<file path="src/rtl/pipe_stage_reg_pkg.sv">
// Shared definitions for the configurable inter-stage pipeline register:
// write-data select codes and the default link-address offset.
package pipe_stage_reg_pkg;

    typedef enum logic [1:0] {
        WDSEL_DR = 2'd0,
        WDSEL_AO = 2'd1,
        WDSEL_PC = 2'd2,
        WDSEL_MD = 2'd3
    } wdsel_e;

    localparam int PC_OFS_DEFAULT = 8;

endpackage

</file>
<file path="src/rtl/pipe_stage_reg_sat_dec.sv">
// Saturating decrementer: y = max(a - 1, 0), never wraps below zero.
module pipe_stage_reg_sat_dec #(
    parameter int TW = 3
) (
    input  logic [TW-1:0] a,
    output logic [TW-1:0] y
);

    always_comb begin
        y = '0;
        if (a != '0) begin
            y = a - 1'b1;
        end
    end

endmodule

</file>
<file path="src/rtl/pipe_stage_reg.sv">
// Parametrised MIPS inter-stage register with stall/flush, valid tracking,
// Tnew ageing, forwarding-ready flag and a saturating bubble counter.
module pipe_stage_reg
    import pipe_stage_reg_pkg::*;
#(
    parameter int DW        = 32,
    parameter int AW        = 5,
    parameter int TW        = 3,
    parameter int PC_OFS    = PC_OFS_DEFAULT,
    parameter int HOLD_AGES = 1,
    parameter int CW        = 16
) (
    input  logic          clk,
    input  logic          rst,
    input  logic          stall,
    input  logic          flush,
    input  logic          in_valid,
    input  logic [DW-1:0] IR,
    input  logic [DW-1:0] PC,
    input  logic [DW-1:0] DR,
    input  logic [DW-1:0] AO,
    input  logic [DW-1:0] MD,
    input  logic [AW-1:0] A3,
    input  logic [TW-1:0] Tnew,
    input  logic [1:0]    WDSel,
    output logic          valid_o,
    output logic [DW-1:0] IR_o,
    output logic [DW-1:0] PC_o,
    output logic [DW-1:0] DR_o,
    output logic [DW-1:0] AO_o,
    output logic [AW-1:0] A3_o,
    output logic [TW-1:0] Tnew_o,
    output logic [DW-1:0] WD_o,
    output logic          fwd_en,
    output logic [CW-1:0] bubble_cnt
);

    logic          valid_q, valid_d;
    logic [DW-1:0] ir_q, ir_d;
    logic [DW-1:0] pc_q, pc_d;
    logic [DW-1:0] dr_q, dr_d;
    logic [DW-1:0] ao_q, ao_d;
    logic [AW-1:0] a3_q, a3_d;
    logic [TW-1:0] tnew_q, tnew_d;
    logic [DW-1:0] wd_q, wd_d;
    logic [CW-1:0] bubble_q, bubble_d;

    logic [TW-1:0] tnew_load;
    logic [TW-1:0] tnew_aged;
    logic [DW-1:0] wd_sel;

    pipe_stage_reg_sat_dec #(.TW(TW)) u_dec_load (
        .a (Tnew),
        .y (tnew_load)
    );

    pipe_stage_reg_sat_dec #(.TW(TW)) u_dec_hold (
        .a (tnew_q),
        .y (tnew_aged)
    );

    always_comb begin
        wd_sel = DR;
        case (wdsel_e'(WDSel))
            WDSEL_DR: wd_sel = DR;
            WDSEL_AO: wd_sel = AO;
            WDSEL_PC: wd_sel = PC + DW'(PC_OFS);
            WDSEL_MD: wd_sel = MD;
            default:  wd_sel = DR;
        endcase
    end

    // A load with in_valid low is treated exactly like a flush (bubble).
    always_comb begin
        valid_d  = valid_q;
        ir_d     = ir_q;
        pc_d     = pc_q;
        dr_d     = dr_q;
        ao_d     = ao_q;
        a3_d     = a3_q;
        tnew_d   = tnew_q;
        wd_d     = wd_q;
        bubble_d = bubble_q;

        if (flush || (!stall && !in_valid)) begin
            valid_d = 1'b0;
            ir_d    = '0;
            pc_d    = '0;
            dr_d    = '0;
            ao_d    = '0;
            a3_d    = '0;
            tnew_d  = '0;
            wd_d    = '0;
        end else if (stall) begin
            if (HOLD_AGES != 0) begin
                tnew_d = tnew_aged;
            end
        end else begin
            valid_d = 1'b1;
            ir_d    = IR;
            pc_d    = PC;
            dr_d    = DR;
            ao_d    = AO;
            a3_d    = A3;
            tnew_d  = tnew_load;
            wd_d    = wd_sel;
        end

        if (!valid_d && (bubble_q != {CW{1'b1}})) begin
            bubble_d = bubble_q + 1'b1;
        end
    end

    always_ff @(posedge clk) begin
        if (rst) begin
            valid_q  <= 1'b0;
            ir_q     <= '0;
            pc_q     <= '0;
            dr_q     <= '0;
            ao_q     <= '0;
            a3_q     <= '0;
            tnew_q   <= '0;
            wd_q     <= '0;
            bubble_q <= '0;
        end else begin
            valid_q  <= valid_d;
            ir_q     <= ir_d;
            pc_q     <= pc_d;
            dr_q     <= dr_d;
            ao_q     <= ao_d;
            a3_q     <= a3_d;
            tnew_q   <= tnew_d;
            wd_q     <= wd_d;
            bubble_q <= bubble_d;
        end
    end

    assign valid_o    = valid_q;
    assign IR_o       = ir_q;
    assign PC_o       = pc_q;
    assign DR_o       = dr_q;
    assign AO_o       = ao_q;
    assign A3_o       = a3_q;
    assign Tnew_o     = tnew_q;
    assign WD_o       = wd_q;
    assign bubble_cnt = bubble_q;
    assign fwd_en     = valid_q && (a3_q != '0) && (tnew_q == '0);

endmodule

</file>
<file path="config.mk">
export PLATFORM = sky130hd
export DESIGN_NAME = pipe_stage_reg
export DESIGN_NICKNAME = d
export VERILOG_FILES = /design/src/rtl/pipe_stage_reg_pkg.sv /design/src/rtl/pipe_stage_reg_sat_dec.sv /design/src/rtl/pipe_stage_reg.sv
export SDC_FILE = /design/constraint.sdc
export NUM_CORES = 1
export LEC_CHECK = 0
export ABC_AREA = 0
export ABC_CLOCK_PERIOD_IN_PS = 5300
export CORE_AREA = 2 2 139 141
export DETAILED_ROUTE_END_ITERATION = 16
export DIE_AREA = 0 0 141 143
export DONT_BUFFER_PORTS = 1
export GPL_ROUTABILITY_DRIVEN = 0
export GPL_TIMING_DRIVEN = 0
export PLACE_DENSITY_LB_ADDON = 0.25
export SLEW_MARGIN = 0
export SYNTH_ARGS = -nofsm -noshare
export SYNTH_HDL_FRONTEND = slang
export SYNTH_SLANG_ARGS = --single-unit
</file>
<file path="constraint.sdc">
create_clock -name clk -period 5.3 [get_ports clk]
set_input_delay 1.59 -clock clk [delete_from_list [all_inputs] [get_ports clk]]
set_output_delay 1.59 -clock clk [all_outputs]
set_load 0.1 [all_outputs]
</file>
==> run summary, run 1 <==
DRC viols - 0
Yosys reg bits - 185
Crit path max-delay cell type - dfxtp_1
Peak Freq - 238 MHz
Post-DP HPWL - 22000 um
Maximum Capacitance Violations - 0
First-pass GRT wire length - 40100 um
Layout cells sized above 1 - 8.44%
Largest net degree at the start of global routing - 19
Final #Nets - 1070
Syn_nets - 1051
Gr ovfl total - 0
EDFF count, synth - 0
Routed length per instance - 24.5 um
Net Sw Frac - 32.9%
PortBufs - 0
Post-route minimum period - 4200 ps
Status - finished clean
Final Instance Area - 9120 um2
CTS tree - yes
Vias per cell - 5.75
Top cells by area, synth - dfxtp_1 (45%), mux2i_1 (20%), nor2_1 (8.0%)
Compound-cell area share of the yosys netlist - 7.41%
Mapped Area - 8240 um2
Cells after Synth - 869
Pleak - 3.67 nW
1st-pass router iterations - 5
Dominant synthesized flop cell - dfxtp_1
Final setup viols - 0
CTS resizes - 0
Pwr per Cell Area - 364 nW/um2
Switching power - 1.09 mW
Cell family with most CP delay - flip-flops
Post-synthesis mux area share - 22.8%
Worst EP required - 3710 ps
Num rows - 50
H-Tree Level Count - 4
Tcrit/Tclk final - 79.3%
FFs w/ async S/R, synth - 0%
CP cell instances - o311a_1
Number of global-route vias before repair - 6400
Routed Antenna Nets - 0
Pre-CTS WS - 1220 ps
Root buffer cell - clkbuf_16
Clock Latency Late Sink - 430 ps
Arrival @ worst endpoint - 2610 ps
RSZ-0062 raised after global routing - false
Post-Synth XOR/XNOR Area - 3.83%
Number of slew-limit violations in the final report - 0
Largest area contributor in the synthesized netlist - dfxtp_1
Clock skew - 6.70 ps
TritonCTS Buffers - 17
Syn avg cell area - 9.48 um2
Drt total wl - 27800 um
Initial Util - 44.3%
CTS Buffer Depth - 2
Placed cell count - 1103
Sequential share of power - 52.8%
Placed Area - 8530 um2
Crit path max fanout - 4
Die width - 141 um
Clock power frac - 38.8%
Worst hold path type - flop to flop
# Post-CTS Setup Buffers - 0
Ant diodes - 0
Adder-cell share of the synthesized area - 1.06%
Yosys top cell area share - 45.0%
P_int - 2.22 mW
Area Growth Syn to Fin - 10.7%
Slew HR - 14.0%
Setup WS post-layout - 1100 ps
Seq/Total Area, Yosys - 45.0%
I/O pin count - 361
Slew at the pin closest to its max-slew limit - 1290 ps
Vias - 6522
Sink Count - 185
Crit end category - primary output
Die ar. - 20200 um2
Final Non-Filler Cells - 1135
Largest family of logic cells by synthesized area - multiplexers
Clock slew at reported path FFs - 70 ps
Yosys cell types - 51
Die Y - 143 um
Critical path's largest stage delay - 1170 ps
Simple-gate share of the synthesized area - 16.7%
Crit path launch type - flop
Fill cell count - 1820
Core ar. - 18600 um2
Final hold vios - 0
CP Buf/Inv Count - 0
CTS Hold Bufs - 0
GRT Total Usage - 26.8%
Yosys warnings - 0
Maximum VDD drop - 0.000218 V
DRT iter0 DRCs - 429
Initial antenna violation count - 0
Setup TNS Final - 0 ps
Worst Setup Path Type - flop to primary output
Comb power frac - 8.4%
==> state kept, by name, indices dropped and copies added (netlist names) <==
name        count
A3_o            5
AO_o           32
DR_o           32
IR_o           32
PC_o           32
Tnew_o          3
WD_o           32
bubble_cnt     16
valid_o         1
==> layer usage <==
layer | wire length, um | global-route usage, % | vias to the layer above
li1 | - | - | 3087
met1 | 11100 | 31.3 | 3121
met2 | 13700 | 46.1 | 276
met3 | 2560 | 10.1 | 38
met4 | 532 | 7.79 | 0
met5 | 0 | 0 | -
==> through the flow <==
step	hold WS (ps)	utilization (%)	total power, mW
3_3_place_gp	899	45.9	2.06
6_report	909	49.1	3.32
3_5_place_dp	911	45.9	2.06
4_1_cts	917	49.1	3.34
5_1_grt	943	49.1	3.43
2_1_floorplan	873	-	1.98
==> cell families (layout without fill, tap and decap cells) <==
family / count (synthesis) / in the layout
AOI/OAI and AO/OA: 95 / 95
xor gates and xnor gates: 36 / 36
adders and majority gates: 7 / 7
buffers and inverters: 64 / 96
DFF: 185 / 185
muxes: 180 / 180
and+or+nand+nor: 302 / 302
==> power by group through the flow <==
stage / Sequential [mW] / Clock [mW] / Combinational (mW)
after floorplan: 1.77 / 0 / 0.210
after global placement: 1.78 / 0 / 0.274
after detailed placement: 1.79 / 0 / 0.278
after CTS: 1.75 / 1.31 / 0.279
after global routing: 1.76 / 1.37 / 0.305
final: 1.75 / 1.29 / 0.279
==> cells in the mapped netlist (all sizes together), types with 2 or more instances <==
library cell,instances
nand2,40
or3,2
o221ai,7
nor2,176
or2,2
a211oi,10
a21oi,22
nand2b,2
nor2b,3
mux4,5
mux2,11
and4,8
nor4,8
dfxtp,185
and3,8
clkbuf,36
and2,8
nor3,13
o22ai,13
xor2,18
o2111ai,3
nand3,15
ha,7
inv,9
a31oi,2
a22oi,2
o21ai,25
nand4,16
xnor2,18
mux2i,164
buf,19
o211ai,2
==> layout make-up <==
type / count / area [um2] / area share [%]
plain buffers: 55 / 230 / 2.52
clock buffers: 18 / 439 / 4.82
clock inverters: 14 / 151 / 1.66
inverters: 9 / 33.8 / 0.370
multi-input cells: 620 / 4270 / 46.8
flip-flops and latches: 185 / 3700 / 40.6
well taps: 234 / 293 / 3.21
==> path summary, 6_finish.rpt <==
| check | cells past startpoint | to | slack, ps | from |
|---|---|---|---|---|
| max reg2reg | 5 | bubble_cnt[14] | 2690 | valid_o |
| max | 1 | fwd_en | 1100 | valid_o |
| min | 2 | WD_o[13] | 910 | WD_o[13] |
| min reg2reg | 2 | WD_o[13] | 910 | WD_o[13] |
==> cell usage in the layout (no fill, tap or decap), types with 5 or more instances in the layout <==
master	instances
nor4_1	6
nand2_1	40
inv_6	5
xor2_1	18
and2_1	7
dfxtp_1	185
ha_1	7
o22ai_1	13
o21ai_0	23
buf_2	17
nor2_1	176
and4_1	7
mux4_2	5
xnor2_1	18
o221ai_1	7
mux2i_1	164
clkbuf_1	34
a211oi_1	10
a21oi_1	22
inv_1	9
and3_1	8
nand4_1	15
nor3_1	13
mux2_2	11
clkbuf_16	17
nand3_1	15
No activity file was read; power rests on OpenSTA's default activity.
==> run 2: changes to the inputs <==
- ABC_AREA: 0 -> 1
- ABC_CLOCK_PERIOD_IN_PS: 5300 -> 4070
- CORE_AREA: 2 2 139 141 -> 2 2 141 143
- DIE_AREA: 0 0 141 143 -> 0 0 143 145
- clock period: 5.3 -> 4.07 ns (I/O delays scaled with it)
==> run summary, run 2 <==
CTS tree - yes
Final setup viols - 0 (unchanged)
Final Util - 48.8% (-0.32 points)
1st-pass router iterations - 5 (unchanged)
Cell family with most CP delay - buffers and inverters
Number of global-route vias before repair - 7478 (+17%)
Reg area - 3700 um2 (unchanged)
Final hold vios - 0 (unchanged)
Root buffer cell - clkbuf_16
Area Growth Syn to Fin - 11.3%
Hold path depth - 1 (-1)
Worst hold path type - primary input to flop
Post-synth top cells - nand2_1 (371), a21oi_1 (186), dfxtp_1 (185)
Most numerous cell in the Yosys netlist - nand2_1
CTS Hold Bufs - 0 (unchanged)
Yosys warnings - 0 (unchanged)
RSZ-0062 raised after global routing - false
Most common cell after layout, fill and taps aside - nand2_1
Total power draw - 4.43 mW (+33%)
Tcrit/Tclk final - 92.1%
CP cell instances - nor2_1 -> ha_1 -> o311ai_0 -> inv_1
Yosys reg bits - 185 (unchanged)
Dominant synthesized flop cell - dfxtp_1
Pwr per Cell Area - 473 nW/um2 (+30%)
Crit path max fanout - 4 (unchanged)
PortBufs - 0 (unchanged)
Arrival @ worst endpoint - 2530 ps (-80 ps)
Die Y - 145 um (+1.4%)
Vias per cell - 5.44 (-5.4%)
Clock skew - 6.28 ps (-0.424 ps)
Crit end category - primary output
DRT iter0 DRCs - 629 (+47%)
Ant diodes - 0 (unchanged)
Die ar. - 20700 um2 (+2.8%)
CTS resizes - 0 (unchanged)
Peak Freq - 267 MHz
Setup TNS Final - 0 ps (unchanged)
Initial Util - 43.8% (-0.52 points)
Maximum VDD drop - 0.000278 V (+27%)
Vias - 8175 (+25%)
Slew HR - 24.1% (+10 points)
Routed Antenna Nets - 0 (unchanged)
Area of the multi-input gates - 4080 um2 (-4.3%)
H-Tree Level Count - 4 (unchanged)
Mapped Area - 8410 um2 (+2.2%)
Syn_nets - 1389 (+32%)
Top cells by area, synth - dfxtp_1 (44%), nand2_1 (17%), a21oi_1 (11%)
Largest area contributor in the synthesized netlist - dfxtp_1
Routed length per instance - 21.0 um (-15%)
Critical path's largest stage delay - 690 ps (-480 ps)
Maximum Capacitance Violations - 0 (unchanged)
CP Buf/Inv Count - 1 (+1)
FFs w/ async S/R, synth - 0% (unchanged)
Slew at the pin closest to its max-slew limit - 1140 ps (-150 ps)
First-pass GRT wire length - 45800 um (+14%)
Gr ovfl total - 0 (unchanged)
Final #Nets - 1408 (+32%)
Drt total wl - 31500 um (+13%)
Number of slew-limit violations in the final report - 0 (unchanged)
Final Instance Area - 9370 um2 (+2.7%)
Post-DP HPWL - 25300 um (+15%)
Fill cell count - 1982 (+8.9%)
Pleak - 3.67 nW (about the same)
Placed Area - 8750 um2 (+2.6%)
Layout cells sized above 1 - 6.78% (-1.7 points)
Syn avg cell area - 6.97 um2 (-26%)
Initial antenna violation count - 0 (unchanged)
Yosys top cell area share - 44.0% (-0.96 points)
EDFF count, synth - 0 (unchanged)
# Post-CTS Setup Buffers - 0 (unchanged)
TritonCTS Buffers - 17 (unchanged)
CTS Buffer Depth - 2 (unchanged)
Worst EP required - 2850 ps (-860 ps)
DRC viols - 0 (unchanged)
Yosys cell types - 39 (-24%)
Seq/Total Area, Yosys - 44.0% (-0.96 points)
Num rows - 51 (+2.0%)
Status - finished clean
GRT Total Usage - 29.6% (+2.7 points)
R2r worst-path depth - 8 (+3)
Worst Setup Path Type - flop to primary output
Sink Count - 185 (unchanged)
Clock slew at reported path FFs - 70 ps (about the same)
Crit path max-delay cell type - inv_1
Post-route minimum period - 3750 ps
Crit path launch type - flop
Most used cells in the layout excluding fill and tap cells - nand2_1 (371), a21oi_1 (186), dfxtp_1 (185)
WP depth - 4 (+3)
I/O pin count - 361 (unchanged)
Largest net degree at the start of global routing - 17 (-2)
Core ar. - 19200 um2 (+3.4%)
Clock Latency Late Sink - 430 ps (about the same)
Die width - 143 um (+1.4%)
Cells after Synth - 1207 (+39%)
run 2: changes by cell type after synthesis, moves of 12 or more:
cell      before  now
o22ai_1       13    0
nand3_1       15   47
xnor2_1       18    3
nor2_1       176  134
inv_1          9   70
mux2i_1      164    0
nand2_1       40  371
a221oi_1       1   21
o21ai_0       23   44
xor2_1        18    6
a21oi_1       22  186
run 2: cell type report:
cell class | instances | share of cell area, %
Buffer | 70 | 3.69
Clock buffer | 21 | 4.92
Clock inverter | 11 | 1.70
Inverter | 75 | 3.01
Multi-Input combinational cell | 877 | 43.6
Sequential cell | 185 | 39.5
Tap cell | 265 | 3.54
run 2: metal layers:
layer  routed length (um)  up-vias  GRT usage (%)
li1                     -     3974              -
met1                11800     3724           34.9
met2                14700      421           47.7
met3                 4020       56           12.0
met4                  982        0           11.4
met5                    0        -              0
run 2: stage by stage:
step                      setup WS, ps  cells  hold slack [ps]
after floorplan                    930   1207              908
after global placement             799   1472              924
after detailed placement           777   1472              928
after CTS                          309   1504              833
after global routing               238   1504              831
final                              323   1504              852
run 2: power by group:
group	internal [mW]	switching, mW	total [mW]	leakage (nW)
registers	1.86	0.417	2.28	1.50
clock network	1.02	0.760	1.78	0.305
logic	0.117	0.258	0.376	1.86
run 2: kinds of logic (layout without fill, tap and decap cells):
kind of cell	after synthesis	in the layout	share of synthesized area (%)
xor gates and xnor gates	9	9	0.937
DFF	185	185	44.0
AOI/OAI and AO/OA	274	274	17.9
adders and majority gates	7	7	1.04
and+or+nand+nor	587	587	28.7
buffers and inverters	145	177	7.45
run 2: worst paths after layout:
path / start / to / slack [ps]
hold reg to reg: DR_o[16] / DR_o[16] / 940
setup / recovery: Tnew_o[0] / fwd_en / 320
setup reg to reg: bubble_cnt[0] / bubble_cnt[0] / 1460
hold / removal: rst / bubble_cnt[10] / 850
run 2: worst register-to-register path, stage by stage, from the launching register on:
cell     delay, ps
dfxtp_1       1060
ha_1           400
nand3_2        110
nor2_1         280
nand3_1        120
nand2_2        120
buf_4          190
xor2_1         160
nor2_1          50
==> run 3: changes to the inputs <==
- CTS_CLUSTER_SIZE: not set -> 24
- PLACE_DENSITY: not set -> 0.67
- PLACE_DENSITY_LB_ADDON: 0.25 -> not set
==> run summary, run 3 (same netlist as run 2, synthesis figures left out) <==
Status - finished clean
Layout cells sized above 1 - 6.94% (+0.16 points)
RSZ-0062 raised after global routing - false
Slew HR - 24.1% (about the same)
Maximum VDD drop - 0.000282 V (+1.6%)
CP Buf/Inv Count - 1 (unchanged)
Critical path's largest stage delay - 690 ps (about the same)
Clock slew at reported path FFs - 80 ps (about the same)
Num rows - 51 (unchanged)
CTS resizes - 0 (unchanged)
Core ar. - 19200 um2 (unchanged)
Drt total wl - 32100 um (+1.9%)
Initial antenna violation count - 0 (unchanged)
Vias - 8261 (+1.1%)
Final hold vios - 0 (unchanged)
Met1 Use GR - 35.9% (+1.1 points)
H-Tree Level Count - 4 (unchanged)
Tcrit/Tclk final - 92.8% (+0.76 points)
Gr ovfl total - 0 (unchanged)
Largest net degree at the start of global routing - 18 (+1)
Die width - 143 um (unchanged)
Final setup viols - 0 (unchanged)
I/O pin count - 361 (unchanged)
WHS - 837 ps (-15.2 ps)
DRT iter0 DRCs - 623 (-0.95%)
Arrival @ worst endpoint - 2560 ps (+30 ps)
1st-pass router iterations - 5 (unchanged)
GRT met3 Usage - 11.2% (-0.83 points)
Most common cell after layout, fill and taps aside - nand2_1
Number of global-route vias before repair - 7788 (+4.1%)
Crit end category - primary output
Routed length per instance - 21.4 um (+1.9%)
Slew at the pin closest to its max-slew limit - 1140 ps (+0.160 ps)
Comb power frac - 8.9% (+0.4 points)
Maximum Capacitance Violations - 0 (unchanged)
Clock power frac - 38.0% (-2.1 points)
Cell family with most CP delay - buffers and inverters
Most used cells in the layout excluding fill and tap cells - nand2_1 (371), a21oi_1 (186), dfxtp_1 (185)
First-pass GRT wire length - 46900 um (+2.4%)
Net Sw Frac - 34.5% (+2.1 points)
Setup TNS Final - 0 ps (unchanged)
Post-DP HPWL - 25200 um (-0.42%)
Worst EP required - 2850 ps (about the same)
Pwr per Cell Area - 461 nW/um2 (-2.5%)
Worst hold path type - primary input to flop
GR peak layer - met2
Sink Count - 185 (unchanged)
Number of slew-limit violations in the final report - 0 (unchanged)
# Post-CTS Setup Buffers - 0 (unchanged)
Clock skew - 5.84 ps (-0.442 ps)
Pleak - 3.63 nW (-1.0%)
DRC viols - 0 (unchanged)
Routed Antenna Nets - 0 (unchanged)
Initial Util - 43.8% (unchanged)
CTS Buffer Depth - 2 (unchanged)
P_int - 2.81 mW (-6.2%)
Root buffer cell - clkbuf_16
Clock Latency Late Sink - 440 ps (about the same)
Vias per cell - 5.49 (+1.1%)
GRT Total Usage - 30.2% (+0.63 points)
Area Growth Syn to Fin - 10.6%
M2 GR Usage - 49.5% (+1.8 points)
Peak Freq - 265 MHz (-0.82%)
Post-route minimum period - 3780 ps (+30.9 ps)
Crit path launch type - flop
Sequential share of power - 53.1% (+1.7 points)
TritonCTS Buffers - 17 (unchanged)
Die Y - 145 um (unchanged)
CP cell instances - nor2_1 -> ha_1 -> o311ai_0 -> inv_1
Crit path max-delay cell type - inv_1
Die ar. - 20700 um2 (unchanged)
CTS Hold Bufs - 0 (unchanged)
Crit path max fanout - 4 (unchanged)
CTS tree - yes
Switching power - 1.48 mW (+3.2%)
Ant diodes - 0 (unchanged)
Final #Nets - 1408 (unchanged)
PortBufs - 0 (unchanged)
Worst Setup Path Type - flop to primary output
## run 3: cell types whose count changed in the layout (fill, tap and decap cells not counted)
cell / change
clkbuf_1: -2
clkinv_4: -2
clkinvlp_4: +4
inv_8: +1
inv_6: +1
clkinv_2: +1
bufinv_16: -3
## run 3: layout make-up
| class | instances | area (um2) |
|---|---|---|
| Buffer | 70 | 345 |
| Clock buffer | 19 | 453 |
| Clock inverter | 13 | 106 |
| Fill cell | 2011 | 9900 |
| Inverter | 75 | 282 |
| Multi-Input combinational cell | 877 | 4080 |
| Sequential cell | 185 | 3700 |
| Tap cell | 265 | 332 |
## run 3: metrics by stage
stage / util [%] / worst slack, ps / cell area (um2) / power [mW] / instances
floorplan: - / 930 / 8410 / 2.57 / 1207
global placement: 45.5 / 796 / 8750 / 2.69 / 1472
detailed placement: 45.5 / 759 / 8750 / 2.69 / 1472
CTS: 48.4 / 271 / 9310 / 4.29 / 1504
global route: 48.4 / 223 / 9310 / 4.43 / 1504
finish: 48.4 / 292 / 9310 / 4.29 / 1504
## run 3: final timing paths
path	startpoint	endpoint	slack, ps	cells after the start
worst max-delay path	Tnew_o[0]	fwd_en	290	4
worst max register to register	bubble_cnt[1]	bubble_cnt[0]	1490	8
worst min-delay path	rst	bubble_cnt[15]	840	1
worst min register to register	DR_o[13]	DR_o[13]	940	2
## run 3: per-layer routing
metal | wire [um] | share of wire [%] | vias to the layer above
li1 | - | - | 3963
met1 | 12500 | 39 | 3818
met2 | 15000 | 47 | 424
met3 | 3760 | 12 | 56
met4 | 912 | 2.8 | 0
met5 | 0 | 0 | -
## run 3: power groups by stage
| stage | clock (mW) | sequential (mW) | combinational [mW] |
|---|---|---|---|
| after floorplan | 0 | 2.30 | 0.268 |
| after global placement | 0 | 2.32 | 0.370 |
| after detailed placement | 0 | 2.32 | 0.374 |
| after CTS | 1.64 | 2.28 | 0.376 |
| after global routing | 1.72 | 2.28 | 0.424 |
| final | 1.63 | 2.28 | 0.382 |
